**src/rtl/matmul_pkg.sv**
```systemverilog
// Shared defaults and FSM state type for the matmul_driver block.
package matmul_pkg;

    localparam int unsigned N_DEF       = 3;
    localparam int unsigned DIN_DEF     = 3;
    localparam int unsigned DOUT_DEF    = 3;
    localparam int unsigned WIDTH_DEF   = 8;
    localparam int unsigned TIMEOUT_DEF = 1000;

    typedef enum logic [1:0] {
        LOAD_A,
        LOAD_B,
        RUN,
        DRAIN
    } state_t;

endpackage

```
**src/rtl/matmul_idx_counter.sv**
```systemverilog
// Row-major row/column index counter with parameterised bounds; wraps to 0 after the last element.
module matmul_idx_counter #(
    parameter  int unsigned ROWS = 3,
    parameter  int unsigned COLS = 3,
    localparam int unsigned RW   = (ROWS > 1) ? $clog2(ROWS) : 1,
    localparam int unsigned CW   = (COLS > 1) ? $clog2(COLS) : 1
) (
    input  logic          clk,
    input  logic          reset,
    input  logic          en,
    output logic [RW-1:0] row,
    output logic [CW-1:0] col,
    output logic          last
);

    logic row_end;
    logic col_end;

    assign row_end = (row == RW'(ROWS - 1));
    assign col_end = (col == CW'(COLS - 1));
    assign last    = row_end && col_end;

    always_ff @(posedge clk or negedge reset) begin
        if (!reset) begin
            row <= '0;
            col <= '0;
        end else if (en) begin
            if (col_end) begin
                col <= '0;
                row <= row_end ? '0 : row + RW'(1);
            end else begin
                col <= col + CW'(1);
            end
        end
    end

endmodule

```
**src/rtl/matmul_driver.sv**
```systemverilog
// Streams A and B into registered operand arrays, handshakes with a multiplier, then drains C.
// Optional RUN watchdog enabled by defining MATMUL_DRIVER_TIMEOUT_EN.
module matmul_driver
    import matmul_pkg::*;
#(
    parameter  int unsigned N       = N_DEF,
    parameter  int unsigned DIN     = DIN_DEF,
    parameter  int unsigned DOUT    = DOUT_DEF,
    parameter  int unsigned WIDTHA  = WIDTH_DEF,
    parameter  int unsigned WIDTHB  = WIDTH_DEF,
    parameter  int unsigned TIMEOUT = TIMEOUT_DEF,
    localparam int unsigned W       = (WIDTHA > WIDTHB) ? WIDTHA : WIDTHB,
    localparam int unsigned WO      = WIDTHA + WIDTHB
) (
    input  logic                 clk,
    input  logic                 reset,
    input  logic                 in_valid,
    output logic                 in_ready,
    input  logic signed [W-1:0]  in_data,
    output logic                 START,
    input  logic                 DONE,
    output logic signed [WIDTHA-1:0] a [N][DIN],
    output logic signed [WIDTHB-1:0] b [DIN][DOUT],
    input  logic signed [WO-1:0] c [N][DOUT],
    output logic                 out_valid,
    input  logic                 out_ready,
    output logic signed [WO-1:0] out_data,
    output logic                 out_last,
    output logic                 busy,
    output logic                 timeout_err
);

    localparam int unsigned NW = (N > 1) ? $clog2(N) : 1;
    localparam int unsigned IW = (DIN > 1) ? $clog2(DIN) : 1;
    localparam int unsigned OW = (DOUT > 1) ? $clog2(DOUT) : 1;

    state_t state;
    logic signed [WO-1:0] res [N][DOUT];

    logic [NW-1:0] a_row, d_row;
    logic [IW-1:0] a_col, b_row;
    logic [OW-1:0] b_col, d_col;
    logic          a_last, b_last, d_last;
    logic          accept;

    assign accept = in_valid && in_ready;

    matmul_idx_counter #(.ROWS(N), .COLS(DIN)) u_cnt_a (
        .clk(clk), .reset(reset), .en(accept && (state == LOAD_A)),
        .row(a_row), .col(a_col), .last(a_last)
    );

    matmul_idx_counter #(.ROWS(DIN), .COLS(DOUT)) u_cnt_b (
        .clk(clk), .reset(reset), .en(accept && (state == LOAD_B)),
        .row(b_row), .col(b_col), .last(b_last)
    );

    matmul_idx_counter #(.ROWS(N), .COLS(DOUT)) u_cnt_d (
        .clk(clk), .reset(reset), .en(out_valid && out_ready && (state == DRAIN)),
        .row(d_row), .col(d_col), .last(d_last)
    );

    // Drain index only advances on a handshake, so data/last hold across stalls.
    assign out_data = res[d_row][d_col];
    assign out_last = out_valid && d_last;

`ifdef MATMUL_DRIVER_TIMEOUT_EN
    localparam int unsigned TCW = $clog2(TIMEOUT + 1);
    logic [TCW-1:0] tcnt;
    logic           tmo_q;
    assign timeout_err = tmo_q;
`else
    assign timeout_err = 1'b0;
`endif

    always_ff @(posedge clk or negedge reset) begin
        if (!reset) begin
            state     <= LOAD_A;
            START     <= 1'b0;
            out_valid <= 1'b0;
            busy      <= 1'b0;
            in_ready  <= 1'b0;
            for (int unsigned i = 0; i < N; i++)
                for (int unsigned j = 0; j < DIN; j++) a[i][j] <= '0;
            for (int unsigned i = 0; i < DIN; i++)
                for (int unsigned j = 0; j < DOUT; j++) b[i][j] <= '0;
            for (int unsigned i = 0; i < N; i++)
                for (int unsigned j = 0; j < DOUT; j++) res[i][j] <= '0;
`ifdef MATMUL_DRIVER_TIMEOUT_EN
            tcnt  <= '0;
            tmo_q <= 1'b0;
`endif
        end else begin
            case (state)
                LOAD_A: begin
                    in_ready <= 1'b1;
                    if (accept) begin
                        a[a_row][a_col] <= in_data[WIDTHA-1:0];
`ifdef MATMUL_DRIVER_TIMEOUT_EN
                        tmo_q <= 1'b0;
`endif
                        if (a_last) state <= LOAD_B;
                    end
                end
                LOAD_B: begin
                    if (accept) begin
                        b[b_row][b_col] <= in_data[WIDTHB-1:0];
                        if (b_last) begin
                            state    <= RUN;
                            in_ready <= 1'b0;
                            START    <= 1'b1;
                            busy     <= 1'b1;
`ifdef MATMUL_DRIVER_TIMEOUT_EN
                            tcnt     <= '0;
`endif
                        end
                    end
                end
                RUN: begin
                    if (DONE) begin
                        res       <= c;
                        START     <= 1'b0;
                        out_valid <= 1'b1;
                        state     <= DRAIN;
                    end
`ifdef MATMUL_DRIVER_TIMEOUT_EN
                    else if (tcnt == TCW'(TIMEOUT - 1)) begin
                        START    <= 1'b0;
                        busy     <= 1'b0;
                        tmo_q    <= 1'b1;
                        in_ready <= 1'b1;
                        state    <= LOAD_A;
                    end else begin
                        tcnt <= tcnt + TCW'(1);
                    end
`endif
                end
                DRAIN: begin
                    if (out_ready && d_last) begin
                        out_valid <= 1'b0;
                        busy      <= 1'b0;
                        in_ready  <= 1'b1;
                        state     <= LOAD_A;
                    end
                end
                default: state <= LOAD_A;
            endcase
        end
    end

endmodule

```
**config.mk**
```make
export PLATFORM = sky130hd
export DESIGN_NAME = matmul_driver
export DESIGN_NICKNAME = d
export VERILOG_FILES = /design/src/rtl/matmul_pkg.sv /design/src/rtl/matmul_idx_counter.sv /design/src/rtl/matmul_driver.sv
export SDC_FILE = /design/constraint.sdc
export NUM_CORES = 1
export LEC_CHECK = 0
export ABC_CLOCK_PERIOD_IN_PS = 2300
export CORE_UTILIZATION = 45
export CTS_CLUSTER_SIZE = 24
export DETAILED_ROUTE_END_ITERATION = 7
export GPL_TIMING_DRIVEN = 0
export PLACE_DENSITY = 0.85
export SLEW_MARGIN = 20
export SYNTH_ARGS = -nofsm -noshare
export SYNTH_HDL_FRONTEND = slang
export SYNTH_SLANG_ARGS = --single-unit
```
**constraint.sdc**
```tcl
create_clock -name clk -period 2.3 [get_ports clk]
set_clock_uncertainty 0.2 [all_clocks]
set_input_delay 0.46 -clock clk [delete_from_list [all_inputs] [get_ports clk]]
set_output_delay 0.46 -clock clk [all_outputs]
set_load 0.005 [all_outputs]
```
Yosys cells after proc, flatten, opt, wreduce, memory -nomap -nowiden
Index checks and enable logic that the tools add are counted.

storage, ports and cells
  flip-flop bits (word level) = 306
  input port bits = 157
  output and inout port bits = 166
  logic and storage cells = 146

cells by class
  add/subtract/negate cells = 6
  magnitude comparators = 10
  equality and inequality tests = 15
  multiplexer cells = 41
  bitwise logic cells = 6
  reduce and logical (&&, ||, !) cells = 30

operators by type and width
  cell                                                                  number
  72-bit bitwise mux                                                    2
  48-bit binary-select mux with 2-bit select                            1
  24-bit demux with 2-bit select                                        2
  48-bit 2-to-1 mux                                                     2
  24-bit 2-to-1 mux                                                     2
  16-bit binary-select mux with 2-bit select                            1
  8-bit demux with 2-bit select                                         2
  16-bit 2-to-1 mux                                                     2
  2-bit 2-to-1 mux                                                      12
  3-bit greater-or-equal comparator, second input constant              6
  2-bit inverter with 3-bit output                                      6
  2-bit equality test, second input constant                            8
  8-bit 2-to-1 mux                                                      2
  1-bit logical AND                                                     14
  2-bit by 1-bit adder with 2-bit output, second input constant         6
  3-bit by 1-bit < comparator with 1-bit output, second input constant  4
  2-bit AND reduction                                                   6
  4-bit AND reduction                                                   3
  2-bit != test, second input constant                                  5
  1-bit 2-to-1 mux                                                      8
  2-bit one-hot mux with 4 select lines                                 1
  1-bit one-hot mux with 2 select lines                                 3
  6-bit AND reduction                                                   1
  2-bit nonzero test                                                    3
  6 further kinds                                                       6

Logic depth before layout (Yosys ltp)
  depth after elaboration = 8
  gate-level depth with buffers = 8
  mapped depth without buffers = 6

Hierarchy
Synthesis repeated with hierarchy kept, for this count alone.

second synthesis, totals
  cell total of the unflattened synthesis = 929
  area total of the unflattened synthesis = 13112.6 µm²

modules (own cells, without submodules)
  module              times used  cells each  area an instance (µm²)  seq. area each (µm²)
  matmul_driver       1           884         12557.0                 7357.1
  matmul_idx_counter  3           15          185.2                   100.1

Worst setup path after synthesis
OpenSTA, ideal clock, no wires.

  path type = flip-flop to flip-flop
  start = register state[0]
  end = register a[48] in the netlist's numbering
  library setup time = 125 ps
  arrival time = 2032 ps
  required time = 1975 ps
  setup slack = -57 ps
  cell stages (with the launch flop) = 9
  buffers on the path = 2
  period minus slack after synthesis = 2357 ps
  cells stage by stage = dfrtp_1 inv_1 ha_1 nand3_2 or3b_1 buf_2 or3_1 buf_6 mux2_4

on the way
  cells in the longest elaborated chain, start to end = 2

ends and longest elaborated chain
  element                          line                  text
  from (decl)                      matmul_driver.sv:37   state_t state;
  from (signal assigned)           matmul_driver.sv:78   state <= LOAD_A;
  from (signal assigned)           matmul_driver.sv:102  if (a_last) state <= LOAD_B;
  from (signal assigned)           matmul_driver.sv:109  state <= RUN;
  2-bit zero test                  matmul_driver.sv:94   case (state)
  2-bit AND reduction (no line)    --
  to (signal, indexed assignment)  matmul_driver.sv:98   a[a_row][a_col] <= in_data[WIDTHA-1:0];
  to (decl)                        matmul_driver.sv:22   output logic signed [WIDTHA-1:0] a [N][DIN],

Every way passes these cells.
A chain may end at the register's enable or synchronous reset.

Worst setup path after layout
  start = register u_cnt_d.row[1]
  end = output out_data[14]

on the way
  cells in the longest elaborated chain, start to end = 7

ends and longest elaborated chain
  element                                                 line                      text
  from (decl)                                             matmul_idx_counter.sv:11  output logic [RW-1:0] row,
  from (signal assigned)                                  matmul_idx_counter.sv:30  row <= row_end ? '0 : row + RW'(1);
  2-bit inverter with 3-bit output (not written as such)  matmul_driver.sv:64       assign out_data = res[d_row][d_col];
  48-bit binary-select mux with 2-bit select              matmul_driver.sv:64
  48-bit 2-to-1 mux (not written as such) (2 in series)   matmul_driver.sv:64
  16-bit binary-select mux with 2-bit select              matmul_driver.sv:64
  16-bit 2-to-1 mux (not written as such) (2 in series)   matmul_driver.sv:64
  to (decl)                                               matmul_driver.sv:27       output logic signed [WO-1:0] out_data,

Every way passes these cells. The select of a mux whose other input is x is not followed.

==> results.md <==
| Step | Item | Value |
| --- | --- | --- |
| status | Outcome | complete, but fails checks |
| status | Violations in the final reports | negative setup slack |
| placement | Global placer's final weighted congestion | 0.8574 |
| cells and area | Finished layout cell area | 19080 sq um |
| placement | Post-Place Setup Slack | -1.089 ns |
| global routing | Overflow left after global routing | 0 |
| power | Pwr/cell area | 1346 nW/um^2 |
| drt | Number of violations reported at the end of detailed-routing iteration 0 | 564 |
| sta | Final setup violation count | 25 |
| synth | Syn Inst Count | 906 |
| clocking | Deepest level of the CTS H-tree | 2 |
| synth | Number of library cell types mapped by synthesis | 43 |
| synth | Area fraction of the dominant cell type after synthesis | 59.06% |
| synth | Sequential fraction of the synthesis area | 59.06% |
| setup path | Cell-by-cell listing of the critical path | buf_6 > buf_12 > mux2i_4 > nor2_1 > a211oi_2 > o32ai_2 > buf_2 |
| power | Max VDD drop | 1.028 mV |
| sta | Crit path time final | 2.915 ns |
| cells and area | Multi-input gate area in the final layout | 5612 sq um |
| placement | Cell area after placement | 16760 sq um |
| sta | Setup_tns | -9.589 ns |
| setup path | Category of the worst setup path capture point | output pin |
| setup path | Critical path buffer and inverter count | 3 |
| setup path | Required time of the critical path | 1.64 ns |
| synth | Cell area after technology mapping | 12970 sq um |
| clocking | Master cell of the clock root buffer | sky130_fd_sc_hd__clkbuf_16 |
| setup path | Largest stage delay on the critical path | 0.52 ns |
| synth | Biggest area contributors in the synthesized netlist | sky130_fd_sc_hd__dfrtp_1, sky130_fd_sc_hd__mux2_2, sky130_fd_sc_hd__mux2i_1 |
| run | Max-cap violations | 0 |
| die | # rows | 61 |
| sta | Number of hold violations in the final report | 0 |
| die | Initial cell density of the core | 46.16% |
| drt | Routed length per instance | 23.77 um |
| drt | Number of nets with antenna violations after routing | 0 |
| clocking | Post-CTS clock slew at the launch and capture registers of the worst setup and hold paths | 0.06 ns |
| setup path | Worst-path fanout max | 10 |
| sta | Setup repair after global routing missed its margin | true |
| cells and area | Final Net Count | 1466 |
| drt | Number of vias per cell | 5.448 |
| sta | Worst-margin pin slew | 0.6515 ns |
| worst hold path | Class of the tightest hold or removal check | input port to asynchronous set/reset pin |
| global routing | Initial antenna violation count | 3 |
| setup path | Startpoint-to-endpoint class of the critical path | flop to output pin |
| drt | Number of optimization iterations in the first detailed-route pass | 5 |
| drt | Remaining design rule violation count | 0 |
| drt | Routed Wire Length | 40.62 mm |
| placement | Post-Place Cells | 1608 |
| power | Lkg Pwr | 8.358 nW |
| global routing | All-Layer GR Usage | 27.24% |
| drt | DR vias | 9311 |
| synth | Cell accounting for the most synthesized area | sky130_fd_sc_hd__dfrtp_1 |
| synth | Yosys Warn Count | 0 |
| synth | FF+latch count, synth | 306 |
| synth | Syn Nets | 1067 |
| clocking | Total number of clock tree sinks | 306 |
| cells and area | Filler Cell Count | 1904 |
| clocking | Number of buffers created by CTS | 34 |
| setup path | Kind of start point of the critical path | flop |
| drt | Amount of wire on met3 after detailed routing | 4.040 mm |
| placement | Buffers on Ports | 321 |
| setup path | Data arrival, critical path | 2.26 ns |
| die | Die Wd | 171.7 um |
| die | Die Span Y | 171.7 um |
| cells and area | Area growth, synth to finish | 47.18% |
| drt | Metal2 WL | 19.98 mm |
| clocking | Buffer levels on the longest clock path | 3 |
| drt | Highest metal layer with signal wires | met5 |
| cells and area | Sequential cell area in the final layout | 7661 sq um |
| power | Total chip power | 25.69 mW |
| sta | Max Slew Vio Count | 0 |
| setup path | Slowest stage cell on the critical path | sky130_fd_sc_hd__dfrtp_2 |
| setup path | Crit Reg-Reg Startpoint | state[0] |
| clocking | Clock tree from TritonCTS | built |
| clocking | Clock latency reported for the late side of the worst-skew pair | 0.52 ns |
| global routing | Pin count of the biggest net entering global routing | 96 |
| sta | Fraction of the cycle the final worst path needs | 126.7% |
| die | Placeable core region | 28090 sq um |
| die | Number of ports placed on the die boundary | 323 |
| sta | Timing-limited maximum frequency | 343.0 MHz |
| die | Area of the die | 29500 sq um |
| setup path | Reg2reg setup slack | -0.07 ns |
| placement | Detailed placement HPWL | 27.04 mm |
| setup path | Depth of the most critical reg-to-reg path | 7 |
| cells and area | Layout cells sized above 1 | 40.33% |
| synth | Mean instance size in the synthesized netlist | 14.31 sq um |
| drt | Met1 wire length | 14.90 mm |
| sta | Final Worst Setup Slack | -0.6152 ns |
| sta | Relative slew slack | 56.57% |
| global routing | Number of global-route vias before repair | 10120 |
| global routing | Global-route wire length before repair | 59.46 mm |
| setup path | Delay-heaviest family, CP | flip-flops |
| setup path | Worst r2r dst | a[53] |
| cells and area | Cell Count, Final, Fillers Out | 1709 |
stage by stage:
stage,hold WS [ns],utilization [%]
2_1_floorplan,-0.03559,-
3_3_place_gp,0.2864,59.35
3_5_place_dp,0.2168,59.66
4_1_cts,0.2808,67.36
5_1_grt,0.3127,67.93
6_report,0.2841,67.94
layer usage:
metal	track usage (%)	up-vias
met3	9.434	101
met1	29.99	4720
met4	11.93	2
met2	47.44	436
li1	-	4052
met5	0	-
logic make-up after synthesis:
family | Yosys count | synth area share, %
compound gates | 79 | 4.738
fa+ha+maj | 4 | 0.3860
buf+inv | 65 | 2.046
flops | 306 | 59.06
mux | 343 | 29.53
other cells | 1 | 0.02892
simple gates | 108 | 4.217
cell type report:
type	instances	area share, %
clock inverter	11	0.8261
tap	378	2.478
antenna	2	0.02623
buffer	48	1.882
sequential	306	40.15
multi-input combinational	535	29.41
timing repair buffer	372	19.85
clock buffer	49	5.226
inverter	8	0.1574
worst max path at each step:
stage                    from  depth (start not counted)  slack, ns            to
2_1_floorplan        state[0]                          8      -0.04         a[48]
3_3_place_gp            reset                          1     -12.53         b[36]
3_5_place_dp             DONE                          5      -1.09      res[124]
4_1_cts        u_cnt_d.row[1]                          7      -0.59   out_data[3]
5_1_grt        u_cnt_d.row[1]                          7      -0.66  out_data[14]
6_report       u_cnt_d.row[1]                          7      -0.62  out_data[14]
registers in the layout, summed over array words and instances (netlist names), 2 cells and up:
| signal | count |
|---|---|
| u_cnt_d.row | 2 |
| u_cnt_b.col | 2 |
| u_cnt_a.col | 2 |
| u_cnt_d.col | 2 |
| state | 2 |
| a | 72 |
| b | 72 |
| res | 144 |
| u_cnt_a.row | 2 |
| u_cnt_b.row | 2 |
power by group:
group / internal (mW) / switching, mW
clock: 3.37 / 2.22
sequential: 7.79 / 1.57
combinational: 6.16 / 4.58
total: 17.3 / 8.37
cells in the final DEF (no fill, tap or decap), types with 4 or more instances in the layout:
| master | n |
|---|---|
| sky130_fd_sc_hd__inv_1 | 6 |
| sky130_fd_sc_hd__mux2i_1 | 41 |
| sky130_fd_sc_hd__mux2i_2 | 5 |
| sky130_fd_sc_hd__nand3_1 | 4 |
| sky130_fd_sc_hd__clkbuf_2 | 16 |
| sky130_fd_sc_hd__buf_2 | 15 |
| sky130_fd_sc_hd__nor2_4 | 5 |
| sky130_fd_sc_hd__mux2_2 | 259 |
| sky130_fd_sc_hd__clkbuf_8 | 12 |
| sky130_fd_sc_hd__a211oi_2 | 14 |
| sky130_fd_sc_hd__mux2_4 | 33 |
| sky130_fd_sc_hd__mux2i_4 | 5 |
| sky130_fd_sc_hd__o32ai_2 | 13 |
| sky130_fd_sc_hd__a21oi_1 | 9 |
| sky130_fd_sc_hd__clkbuf_16 | 34 |
| sky130_fd_sc_hd__nor2_1 | 33 |
| sky130_fd_sc_hd__dfrtp_1 | 303 |
| sky130_fd_sc_hd__nor2_2 | 4 |
| sky130_fd_sc_hd__nand2_2 | 4 |
| sky130_fd_sc_hd__a21o_1 | 4 |
| sky130_fd_sc_hd__buf_12 | 13 |
| sky130_fd_sc_hd__buf_4 | 25 |
| sky130_fd_sc_hd__a21oi_2 | 8 |
| sky130_fd_sc_hd__clkdlybuf4s50_1 | 303 |
| sky130_fd_sc_hd__nand2_1 | 29 |
| sky130_fd_sc_hd__o211a_1 | 15 |
| sky130_fd_sc_hd__clkbuf_1 | 20 |
| sky130_fd_sc_hd__buf_16 | 5 |
| sky130_fd_sc_hd__clkbuf_4 | 6 |
| sky130_fd_sc_hd__buf_6 | 15 |
synth_stat cells, drive strengths merged:
library cell,number
a21boi,1
and4bb,1
a211oi,16
or3,3
o22ai,1
nand2,34
and2,2
a22o,2
a21bo,1
o21ai,2
buf,11
nor4bb,1
nand2b,5
o32ai,16
mux2,292
dfrtp,306
or3b,1
nor3b,4
inv,8
nand4,2
conb,1
a221oi,1
a21oi,17
o32a,1
nand3b,2
nor3,2
nand3,6
clkbuf,46
o211a,16
ha,4
a21o,4
nor2b,3
o221ai,1
mux2i,51
nor2,42
timing repair:
item | CTS | global route
endpoints found under the hold margin | 52 | 0
hold buffers | 1 | 0
setup endpoints to repair | 290 | 129
resized for setup | 234 | 46
cloned | 4 | 0
setup buffers | 35 | 10
pin swaps | 32 | 18
Note: power is estimated with default switching activity, not from simulation.
